File: config.mk
export PLATFORM = sky130hd
export DESIGN_NAME = inference_sequencer
export DESIGN_NICKNAME = d
export VERILOG_FILES = /design/src/rtl/inference_sequencer.sv
export SDC_FILE = /design/constraint.sdc
export NUM_CORES = 1
export LEC_CHECK = 0
export CAP_MARGIN = 20
export CORE_AREA = 2 2 82 84
export DETAILED_ROUTE_END_ITERATION = 12
export DIE_AREA = 0 0 84 86
export HOLD_SLACK_MARGIN = 0.02
export PLACE_DENSITY = 0.62
export SLEW_MARGIN = 15
export SYNTH_ARGS = -nofsm -noshare
export SYNTH_HDL_FRONTEND = slang
export SYNTH_SLANG_ARGS = --single-unit
File: constraint.sdc
create_clock -name Clk -period 2.9 [get_ports Clk]
set_clock_uncertainty 0.1 [all_clocks]
set_input_delay 0.29 -clock Clk [delete_from_list [all_inputs] [get_ports Clk]]
set_output_delay 0.29 -clock Clk [all_outputs]
set_load 0.03 [all_outputs]
File: src/rtl/inference_sequencer.sv
`timescale 1ns/1ps
// inference_sequencer
// Sequences one digit-recognition pass per trigger, or passes back to back
// while run is high. A pass waits for the camera config, lets the frame settle
// for SETTLE_FRAMES vsync falls, releases Retrieve_Data for ROI capture, then
// runs LeNet and publishes the class. CAPTURE and INFER share a watchdog.
// Optional macro VOTE_FILTER_EN: publish a digit only after VOTE_DEPTH
// consecutive equal valid inferences that differ from the current result.
// Ports:
//   Clk, Reset                 50 MHz clock, synchronous active-high reset
//   config_done                camera register load complete
//   trigger / run / debug_req  single pass (rising edge) / continuous / debug
//   vsync_async                VGA vsync (VGA_CLK domain)
//   retrieve_done_async        ROI capture complete (VGA_CLK domain)
//   net_done, inference        LeNet handshake and class output
//   hold_retrieve_n, net_start retrieve hold (active low) and net start
//   result, result_valid       published digit and one-cycle publish pulse
//   busy, err_timeout, err_range, state_code   status for the HEX display
module inference_sequencer #(
  parameter int SETTLE_FRAMES  = 60,
  parameter int TIMEOUT_CYCLES = 2000000,
  parameter int VOTE_DEPTH     = 3
) (
  input  logic       Clk,
  input  logic       Reset,
  input  logic       config_done,
  input  logic       trigger,
  input  logic       run,
  input  logic       debug_req,
  input  logic       vsync_async,
  input  logic       retrieve_done_async,
  input  logic       net_done,
  input  logic [3:0] inference,
  output logic       hold_retrieve_n,
  output logic       net_start,
  output logic [3:0] result,
  output logic       result_valid,
  output logic       busy,
  output logic       err_timeout,
  output logic       err_range,
  output logic [3:0] state_code
);

  localparam int              WD_W    = (TIMEOUT_CYCLES > 2) ? $clog2(TIMEOUT_CYCLES) : 1;
  localparam logic [WD_W-1:0] WD_LAST = WD_W'(TIMEOUT_CYCLES - 1);
  localparam logic [7:0]      FR_LAST = 8'(SETTLE_FRAMES - 1);

  typedef enum logic [3:0] {
    CONFIG_WAIT = 4'd0,
    IDLE        = 4'd1,
    FRAME_WAIT  = 4'd2,
    CAPTURE     = 4'd3,
    INFER       = 4'd4,
    PUBLISH     = 4'd5,
    DEBUG       = 4'd6
  } state_t;

  state_t          r_state, w_next;
  logic [2:0]      r_vs_sync, r_rd_sync;  // [1] is the synchronized level, [2] its previous value
  logic            r_trig_d;
  logic [7:0]      r_frame;
  logic [WD_W-1:0] r_wdog;

  logic w_vs_fall, w_rd_rise, w_trig_rise, w_wd_exp;
  logic w_start, w_clr_frame, w_inc_frame, w_clr_wdog, w_set_to, w_accept;
  logic w_inf_ok, w_pub;

  assign w_vs_fall   = r_vs_sync[2] & ~r_vs_sync[1];
  assign w_rd_rise   = ~r_rd_sync[2] & r_rd_sync[1];
  assign w_trig_rise = trigger & ~r_trig_d;
  assign w_wd_exp    = (r_wdog == WD_LAST);
  assign w_inf_ok    = (inference <= 4'd9);

  always_ff @(posedge Clk) begin
    if (Reset) begin
      r_vs_sync <= '0;
      r_rd_sync <= '0;
      r_trig_d  <= 1'b0;
    end else begin
      r_vs_sync <= {r_vs_sync[1:0], vsync_async};
      r_rd_sync <= {r_rd_sync[1:0], retrieve_done_async};
      r_trig_d  <= trigger;
    end
  end

  always_comb begin
    w_next      = r_state;
    w_start     = 1'b0;
    w_clr_frame = 1'b0;
    w_inc_frame = 1'b0;
    w_clr_wdog  = 1'b0;
    w_set_to    = 1'b0;
    w_accept    = 1'b0;
    case (r_state)
      CONFIG_WAIT: if (config_done) w_next = IDLE;
      IDLE: begin
        if (debug_req) w_next = DEBUG;
        else if (w_trig_rise || run) begin
          w_next      = FRAME_WAIT;
          w_start     = 1'b1;
          w_clr_frame = 1'b1;
        end
      end
      FRAME_WAIT: begin
        if (w_vs_fall) begin
          if (r_frame == FR_LAST) begin
            w_next     = CAPTURE;
            w_clr_wdog = 1'b1;
          end else begin
            w_inc_frame = 1'b1;
          end
        end
      end
      CAPTURE: begin
        // completion beats an expiring watchdog in the same cycle
        if (w_rd_rise) begin
          w_next     = INFER;
          w_clr_wdog = 1'b1;
        end else if (w_wd_exp) begin
          w_next   = IDLE;
          w_set_to = 1'b1;
        end
      end
      INFER: begin
        if (net_done) begin
          w_next   = PUBLISH;
          w_accept = 1'b1;
        end else if (w_wd_exp) begin
          w_next   = IDLE;
          w_set_to = 1'b1;
        end
      end
      PUBLISH: begin
        // one inference per frame: leave only on a vsync fall
        if (w_vs_fall) begin
          if (run) begin
            w_next      = FRAME_WAIT;
            w_clr_frame = 1'b1;
          end else begin
            w_next = IDLE;
          end
        end
      end
      DEBUG:   if (!debug_req) w_next = IDLE;
      default: w_next = IDLE;
    endcase
  end

  always_ff @(posedge Clk) begin
    if (Reset) begin
      r_state     <= CONFIG_WAIT;
      r_frame     <= '0;
      r_wdog      <= '0;
      err_timeout <= 1'b0;
      err_range   <= 1'b0;
      result      <= '0;
      result_valid <= 1'b0;
    end else begin
      r_state <= w_next;
      if (w_clr_frame)                           r_frame <= '0;
      else if (w_inc_frame && r_frame != 8'hFF)  r_frame <= r_frame + 8'd1;
      if (w_clr_wdog)                            r_wdog <= '0;
      else if ((r_state == CAPTURE || r_state == INFER) && !w_wd_exp)
                                                 r_wdog <= r_wdog + 1'b1;
      if (w_start)       err_timeout <= 1'b0;
      else if (w_set_to) err_timeout <= 1'b1;
      err_range    <= w_accept & ~w_inf_ok;
      result_valid <= w_pub;
      if (w_pub) result <= inference;
    end
  end

`ifdef VOTE_FILTER_EN
  // The inference being accepted is the newest vote; r_hist keeps the
  // VOTE_DEPTH-1 older ones, r_hist[0] most recent.
  logic [VOTE_DEPTH-2:0][3:0] r_hist;
  logic [3:0]                 r_fill;
  logic                       w_hist_match;

  always_comb begin
    w_hist_match = (r_fill >= 4'(VOTE_DEPTH - 1));
    for (int i = 0; i < VOTE_DEPTH - 1; i++)
      if (r_hist[i] != inference) w_hist_match = 1'b0;
  end

  assign w_pub = w_accept & w_inf_ok & w_hist_match & (inference != result);

  always_ff @(posedge Clk) begin
    if (Reset || w_start) begin
      r_hist <= '0;
      r_fill <= '0;
    end else if (w_accept && w_inf_ok) begin
      for (int i = VOTE_DEPTH - 2; i > 0; i--) r_hist[i] <= r_hist[i-1];
      r_hist[0] <= inference;
      if (r_fill < 4'(VOTE_DEPTH - 1)) r_fill <= r_fill + 4'd1;
    end
  end
`else
  assign w_pub = w_accept & w_inf_ok;
`endif

  assign hold_retrieve_n = ~(r_state == CAPTURE || r_state == DEBUG);
  assign net_start       = (r_state == INFER);
  assign busy            = (r_state == FRAME_WAIT) || (r_state == CAPTURE) ||
                           (r_state == INFER)      || (r_state == PUBLISH);
  assign state_code      = r_state;

endmodule

# Word level (Yosys, flattened, before mapping)
# Cells that the tools add are included.
# totals
ff_bits,47
in_bits,13
out_inout_bits,14
# classes
addsub,2
order_cmp,1
n_eq_ne,15
mux,31
bitwise,10
reduce_logical,14
# op_table
operator,count
$mux 4,10
$pmux 4 s7,1
$add 21x1->21 const B,1
$eq 21x21->1 const B,1
$mux 1,16
$eq 4x3->1 const B,3
$ne 2x2->1 const B,5
$add 8x1->8 const B,1
$eq 4x2->1 const B,2
$eq 8x6->1 const B,1
$ne 8x8->1 const B,1
$logic_or 1x1->1,6
$pmux 1 s2,3
$reduce_and 6->1,1
$reduce_or 2->1,3
$and 1x1->1,5
$not 1->1,5
$eq 4x1->1 const B,1
$le 4x4->1 const B,1
$logic_not 4->1,1
$ne 3x3->1 const B,1
$logic_and 1x1->1,2
$mux 2,1
$logic_not 1->1,1

# Logic depth before layout (Yosys ltp)
# Gate-level depths: netlist (run 1).
# logic_depth
depth_word,7
ltp_mapped,7

# Worst setup path after synthesis (run 1)
# No wires, ideal clock.
# synth_path
kind,flip-flop to flip-flop
from,"reg r_state[2], in the netlist state_code[2]"
to,reg result[1]
arrival_time_ns,2.958
t_required_ns,2.729
slack_ns,-0.228
stages_incl_launch_ff,8
period_less_slack_ns,3.128
cell_sequence,dfxtp_1 -> clkbuf_1 -> buf_2 -> nor4b_1 -> nand2_1 -> nor2_1 -> o21ai_0 -> a21oi_1
# synth_via
elab_chain_len,3
# synth_lines
element,line,rtl
start: declaration,58,"state_t r_state, w_next;"
start signal: assignment,159,r_state <= w_next;
$eq 4x3->1,-,
named net net_start,35,"output logic net_start,"
$mux 1,94,case (r_state)
$and 1x1->1,199,assign w_pub = w_accept & w_inf_ok;
end signal: assignment,169,if (w_pub) result <= inference;
end: declaration,36,"output logic [3:0] result,"
# The timed path passes the listed nets, and every way through them passes these cells.
# A chain may end at the register's enable or synchronous reset.

# Final worst setup path (run 1)
# layout_path
from,reg r_wdog[6]
to,"reg r_state[2], in the netlist state_code[2]"
# layout_via
elab_chain_len,4
elab_cells_between_ends,5
# layout_lines
element,line,rtl
start: declaration,62,logic [WD_W-1:0] r_wdog;
start signal: assignment,164,r_wdog <= r_wdog + 1'b1;
$eq 21x21->1 (*),71,assign w_wd_exp = (r_wdog == WD_LAST);
$mux 4 (*),-,
"$mux 4, on equally long branches",-,
$pmux 4 s7 (*),-,
# Every way passes the cells marked *; elsewhere a longest branch is shown, timed or not.

==> results.py, run 1 <==
metrics = {
    "status": {
        "status": "finished clean",
    },
    "routing": {
        "drc": 0,
        "drt_iter0_markers": 123,
        "wirelength_mm": 4.89,
        "drt-vias-per-instance": 5.26,
        "dr.pass1.iters": 4,
        "ant_nets": 0,
        "post_drt_wl_per_cell_um": 12.9,
        "vias": 2000,
    },
    "worst_hold_path": {
        "min_path_cells": 1,
        "min_to": "r_rd_sync[1]$_SDFF_PP0_",
        "hp-class": "reg2reg",
        "min-delay-start": "r_rd_sync[0]$_SDFF_PP0_",
    },
    "critical_path": {
        "cp.buffers_inverters": 0,
        "reg2reg_depth": 5,
        "required_ns": 2.99,
        "crit_slowest_cell": "or4_1",
        "regToRegStartpoint": "r_wdog[6]$_SDFFE_PP0P_",
        "reg2reg_to": "state_code[2]$_SDFFE_PP0P_",
        "critPathTopFamily": "simple AND/OR/NAND/NOR gates",
        "critPathArrivalTime_ns": 2.74,
        "r2r_setup_slack_ns": 0.25,
        "end_kind": "register",
        "worstPathMaxFanout": 16,
        "cp-start-kind": "register",
        "worstSetupPathType": "reg2reg",
        "slowest_delay_ns": 0.88,
        "crit_chain": "or4b_1 -> or4_1 -> o21ai_2 -> a21oi_1 -> o31a_1",
    },
    "synth": {
        "synthMuxAreaShare_pct": 1.69,
        "ys_seq_area_share_pct": 38.5,
        "ys_warn_count": 0,
        "syn_area_mm2": 0.00244,
        "synth-simple-area-share_pct": 30.4,
        "ys_seq_elements": 47,
        "synth_adder_area_share_pct": 1.02,
        "synth_top_family_by_area": "simple AND/OR/NAND/NOR gates",
        "synthFlopType": "dfxtp_1",
        "synth_edf_count": 0,
        "synth-xor-area-share_pct": 8.60,
        "synth.avg_cell_area_um2": 8.73,
        "syn_nets": 295,
        "syn_inst": 280,
        "synth_compound_area_share_pct": 14.7,
        "async_flop_share_pct": 0,
        "yosys.cell_types.count": 61,
    },
    "power_and_ir_drop": {
        "vdd_drop_max_mv": 0.223,
        "leakagePower_nw": 0.926,
        "total_power_w": 0.00117,
        "p_per_area_mw_per_mm2": 414,
    },
    "grt": {
        "grt_first_pass_wirelength_mm": 8.60,
        "antenna_found_initial": 0,
        "grt.total_usage_pct": 14.5,
        "grt-ovfl-total": 0,
        "grt_pass1_vias": 1934,
        "grt_max_degree": 21,
    },
    "clock_tree": {
        "holdBufCountCts": 0,
        "post_cts_resize_count": 0,
        "clockBufferDepth": 2,
        "path_clk_slew_ns": 0.08,
        "ctsRootBufferMaster": "clkbuf_8",
        "insertion_delay_ns": 0.30,
        "postCtsSetupBuffers": 0,
        "clock_sinks": 47,
        "cts_buffers": 5,
        "cts_tree": "built",
        "htreeDepth": 2,
    },
    "floorplan": {
        "row_count": 29,
        "die_area_mm2": 0.00722,
        "die_h_um": 86,
        "io_pins": 27,
        "floorplan.initialDensity_pct": 38.9,
        "die-width_um": 84,
        "coreArea_mm2": 0.00628,
    },
    "finish": {
        "syn_to_final_growth_pct": 15.7,
        "fillers": 638,
        "nets": 319,
        "multiInputGateArea_mm2": 0.00139,
        "antennaDiodeCount": 0,
        "drive_above_1_share_pct": 10.2,
        "final-seq-area_um2": 941,
    },
    "sta": {
        "maxSlewHeadroom_pct": 37.4,
        "tightest_slew_ns": 0.925,
        "fin_crit_sh_pct": 91.4,
        "tns_ns": 0,
        "fin_crit_ns": 2.65,
        "rsz0062_at_grt": "no",
        "hold_viol_final": 0,
        "slew_viol_final": 0,
        "setup_viol": 0,
        "fmax_ghz": 0.377,
    },
    "placed_design": {
        "io_buffers": 26,
        "dpl.hpwl_mm": 3.47,
        "globalplace.congestion": 0.780,
    },
    "job": {
        "drv_cap": 0,
    },
}
==> report_power, final <==
part	switching (W)	leakage [nW]	internal (W)
logic	0.0000673	0.508	0.0000619
registers	0.0000221	0.381	0.000655
clock network	0.000204	0.0371	0.000161
total	0.000294	0.926	0.000878
==> worst register-to-register path, cell delays in order (launching register included) <==
cell     delay, ns
dfxtp_1       0.43
or4b_1        0.46
or4_1         0.88
o21ai_2       0.32
a21oi_1       0.10
o31a_1        0.27
==> state kept, by name, indices dropped and copies added (netlist names) <==
name and flops:
state_code 4, r_frame 8, err_range 1, r_trig_d 1
r_vs_sync 3, result 4, result_valid 1, err_timeout 1
r_wdog 21, r_rd_sync 3
==> logic make-up (layout without fill, tap and decap cells) <==
logic type,Yosys count,after routing
buf+inv,21,44
flops,47,47
other cells,1,1
xor+xnor,24,24
mux,4,4
simple gates,133,133
compound gates,48,48
fa+ha+maj,2,2
==> layout by cell type (no fill, tap or decap), drive strengths merged, types with 7 or more instances in the layout <==
cell / Yosys / routed
nor2: 39 / 39
nand4: 9 / 9
xnor2: 9 / 9
and2: 7 / 7
nand3: 8 / 8
clkdlybuf4s50: 0 / 26
a21oi: 12 / 12
dfxtp: 47 / 47
xor2: 15 / 15
nor2b: 11 / 11
nand2: 15 / 15
o21ai: 14 / 14
==> per-stage QoR <==
| step | util (%) | cell area, µm² | std cells | hold WS (ns) | worst slack (ns) |
|---|---|---|---|---|---|
| floorplan | - | 2450 | 280 | 0.314 | 0.408 |
| global placement | 43.9 | 2760 | 374 | 0.316 | 0.306 |
| detailed placement | 43.9 | 2760 | 374 | 0.329 | 0.260 |
| CTS | 45.0 | 2830 | 380 | 0.349 | 0.253 |
| global route | 45.0 | 2830 | 380 | 0.355 | 0.0971 |
| finish | 45.0 | 2830 | 380 | 0.343 | 0.250 |
==> synthesized netlist by cell type (all sizes together), types with 2 or more instances <==
cell     instances  share of area [%]
o2111ai          6                2.9
xnor2            9                3.2
nor3b            2               0.61
nand2b           3               0.77
or4b             3                1.2
nand3            8                1.6
and2             7                1.9
and3             3               0.77
buf              5                1.6
o21ai           14                3.0
or4              3               0.92
clkbuf          10                2.4
or3b             2               0.72
a211oi           4                1.2
inv              6               0.92
nor3             6                1.2
nand4            9                2.3
nor4             3               0.77
xor2            15                5.4
ha               2                1.0
nor2b           11                2.8
or3              6                1.5
and4             2               0.77
o211ai           2                1.4
a21oi           12                2.9
dfxtp           47                 38
mux2i            3                1.2
nor4b            4                1.4
nand2           15                2.4
nor2            39                6.1
nand3b           3               0.92
==> layout make-up <==
type                    instances  area share [%]
clock buffers                   6            2.57
inverters                       6           0.796
multi-input cells             212            49.2
flip-flops and latches         47            33.3
well taps                      77            3.41
repair buffers                 32            10.8
==> worst max-delay path by stage <==
stage	from	cells after the start	slack, ns	endpoint
6_report	r_wdog[6]$_SDFFE_PP0P_	5	0.25	state_code[2]$_SDFFE_PP0P_
5_1_grt	r_wdog[6]$_SDFFE_PP0P_	5	0.1	state_code[2]$_SDFFE_PP0P_
4_1_cts	r_wdog[6]$_SDFFE_PP0P_	5	0.25	state_code[2]$_SDFFE_PP0P_
3_5_place_dp	r_wdog[6]$_SDFFE_PP0P_	5	0.26	state_code[2]$_SDFFE_PP0P_
3_3_place_gp	r_wdog[7]$_SDFFE_PP0P_	5	0.31	state_code[2]$_SDFFE_PP0P_
2_1_floorplan	state_code[2]$_SDFFE_PP0P_	7	0.41	result[1]$_SDFFE_PP0P_
==> layer usage <==
| metal | part of all wire, % | vias up | GRT usage, % |
|---|---|---|---|
| met5 | 0 | - | 0 |
| met4 | 1.7 | 0 | 6.01 |
| met3 | 3.8 | 7 | 2.69 |
| met2 | 46 | 40 | 24.3 |
| met1 | 49 | 914 | 18.4 |
| li1 | - | 1039 | - |
Note: power is estimated with default switching activity, not from simulation.
==> run 2, diff against run 1 <==
--- a/config.mk
+++ b/config.mk
@@ -9,6 +9,7 @@
 export CORE_AREA = 2 2 82 84
 export DETAILED_ROUTE_END_ITERATION = 12
 export DIE_AREA = 0 0 84 86
+export GPL_ROUTABILITY_DRIVEN = 0
 export HOLD_SLACK_MARGIN = 0.02
 export PLACE_DENSITY = 0.62
 export SLEW_MARGIN = 15
==> results of run 2 <==
Same layout as run 1: the final DEF is identical, and so are final timing and power.
==> run 3, diff against run 2 <==
--- a/config.mk
+++ b/config.mk
@@ -11,7 +11,7 @@
 export DIE_AREA = 0 0 84 86
 export GPL_ROUTABILITY_DRIVEN = 0
 export HOLD_SLACK_MARGIN = 0.02
-export PLACE_DENSITY = 0.62
+export PLACE_DENSITY = 0.61
 export SLEW_MARGIN = 15
 export SYNTH_ARGS = -nofsm -noshare
 export SYNTH_HDL_FRONTEND = slang
==> results.py, run 3 (synthesized netlist as in run 1, its figures left out) <==
metrics = {
    "finish": {
        "top_regs": "r_wdog x21, r_frame x8",
        "nets": 321,
        "finalNonFillerCells": 383,
        "layout_commonest_cell": "dfxtp_1",
        "finish.instance_area_mm2": 0.00287,
        "drive_above_1_share_pct": 11.1,
        "syn_to_final_growth_pct": 17.5,
        "largest_register_ffs": 21,
        "antennaDiodeCount": 0,
        "regMostFlops": "r_wdog",
        "most-common-layout-cells": "dfxtp_1, nor2_1, clkdlybuf4s50_1",
    },
    "critical_path": {
        "r2r_setup_slack_ns": 0.28,
        "reg2reg_depth": 5,
        "worstSetupPathType": "reg2reg",
        "required_ns": 2.99,
        "worstPathMaxFanout": 16,
        "end_kind": "register",
        "crit_start": "r_wdog[6]$_SDFFE_PP0P_",
        "crit_end": "state_code[2]$_SDFFE_PP0P_",
        "regToRegStartpoint": "r_wdog[6]$_SDFFE_PP0P_",
        "reg2reg_to": "state_code[2]$_SDFFE_PP0P_",
        "cp-start-kind": "register",
        "critPathArrivalTime_ns": 2.70,
    },
    "routing": {
        "drt-vias-per-instance": 5.33,
        "ant_nets": 0,
        "drc": 0,
        "dr.pass1.iters": 4,
        "drt_iter0_markers": 81,
        "wirelength_mm": 4.85,
        "vias": 2043,
        "post_drt_wl_per_cell_um": 12.7,
    },
    "power_and_ir_drop": {
        "pwr-share-seq_pct": 52.5,
        "leakagePower_nw": 0.949,
        "switching_share_pct": 23.3,
        "pwr-share-clk_pct": 36.2,
        "power_frac_comb_pct": 11.3,
        "p_switching_w": 0.000296,
        "intPower_w": 0.000975,
        "vdd_drop_max_mv": 0.287,
        "p_per_area_mw_per_mm2": 442,
    },
    "clock_tree": {
        "clock_sinks": 47,
        "cts_tree": "built",
        "path_clk_slew_ns": 0.08,
        "htreeDepth": 2,
        "ctsRootBufferMaster": "clkbuf_8",
        "post_cts_resize_count": 0,
        "clockBufferDepth": 2,
        "cts_buffers": 5,
        "postCtsSetupBuffers": 0,
        "insertion_delay_ns": 0.30,
        "holdBufCountCts": 0,
    },
    "floorplan": {
        "die-width_um": 84,
        "floorplan.initialDensity_pct": 38.9,
        "die_area_mm2": 0.00722,
        "row_count": 29,
        "coreArea_mm2": 0.00628,
        "die_h_um": 86,
        "io_pins": 27,
    },
    "grt": {
        "grt.total_usage_pct": 14.3,
        "antenna_found_initial": 0,
        "grt_first_pass_wirelength_mm": 8.46,
        "grt_max_degree": 19,
        "grt_pass1_vias": 1907,
        "grt-ovfl-total": 0,
    },
    "job": {
        "drv_cap": 0,
    },
    "sta": {
        "tns_ns": 0,
        "slew_viol_final": 0,
        "tightest_slew_ns": 0.660,
        "setup_viol": 0,
        "fin_crit_sh_pct": 90.3,
        "rsz0062_at_grt": "no",
        "hold_viol_final": 0,
        "finalWorstSetupSlack_ns": 0.281,
        "holdWs_ns": 0.348,
        "maxSlewHeadroom_pct": 56.0,
        "fmax_ghz": 0.382,
        "fin_crit_ns": 2.62,
    },
    "placed_design": {
        "dpl.hpwl_mm": 3.53,
        "dp.cells": 376,
        "post-place-ws_ns": 0.298,
        "placed_cell_area_mm2": 0.00277,
        "io_buffers": 26,
    },
    "worst_hold_path": {
        "hp-class": "reg2reg",
    },
    "status": {
        "status": "finished clean",
    },
}
-- run 3: cell type report --
type                       count  area, µm²
clock buffer                   6       72.6
clock inverter                 1       30.0
fill                         649       3400
inverter                       6       22.5
multi-input combinational    212       1390
sequential                    47        941
tap                           77       96.3
timing repair buffer          34        320
-- run 3: worst min path at each step --
stage	startpoint	end	slack, ns	cells past startpoint
2_1_floorplan	r_rd_sync[0]$_SDFF_PP0_	r_rd_sync[1]$_SDFF_PP0_	0.31	1
3_3_place_gp	r_rd_sync[0]$_SDFF_PP0_	r_rd_sync[1]$_SDFF_PP0_	0.32	1
3_5_place_dp	r_rd_sync[0]$_SDFF_PP0_	r_rd_sync[1]$_SDFF_PP0_	0.33	1
4_1_cts	r_rd_sync[0]$_SDFF_PP0_	r_rd_sync[1]$_SDFF_PP0_	0.35	1
5_1_grt	r_rd_sync[0]$_SDFF_PP0_	r_rd_sync[1]$_SDFF_PP0_	0.36	1
6_report	r_rd_sync[0]$_SDFF_PP0_	r_rd_sync[1]$_SDFF_PP0_	0.35	1
-- run 3: layer usage --
metal	up-vias	part of all wire [%]	routed length, µm	GRT usage (%)
met4	0	1.3	63	4.40
met1	964	48	2340	17.3
li1	1043	-	-	-
met5	-	0	0	0
met2	31	47	2260	24.7
met3	5	3.8	183	3.95
-- run 3: power by group through the flow --
| stage | combinational [W] | sequential (W) | clock (W) |
|---|---|---|---|
| after floorplan | 0.0000862 | 0.000685 | 0 |
| after global placement | 0.000144 | 0.000682 | 0 |
| after detailed placement | 0.000143 | 0.000682 | 0 |
| after CTS | 0.000145 | 0.000667 | 0.000476 |
| after global routing | 0.000157 | 0.000669 | 0.000502 |
| final | 0.000144 | 0.000667 | 0.000460 |
-- run 3: critical path: stages, from the launching register on --
cell	delay, ns
dfxtp_1	0.44
or4b_1	0.45
or4_1	0.86
o21ai_2	0.32
a21oi_1	0.09
o31a_1	0.25
-- run 3: per-stage QoR --
stage,utilization [%],total power (W)
after floorplan,-,0.000771
after global placement,44.1,0.000826
after detailed placement,44.1,0.000826
after CTS,45.8,0.00129
after global routing,45.8,0.00133
final,45.8,0.00127
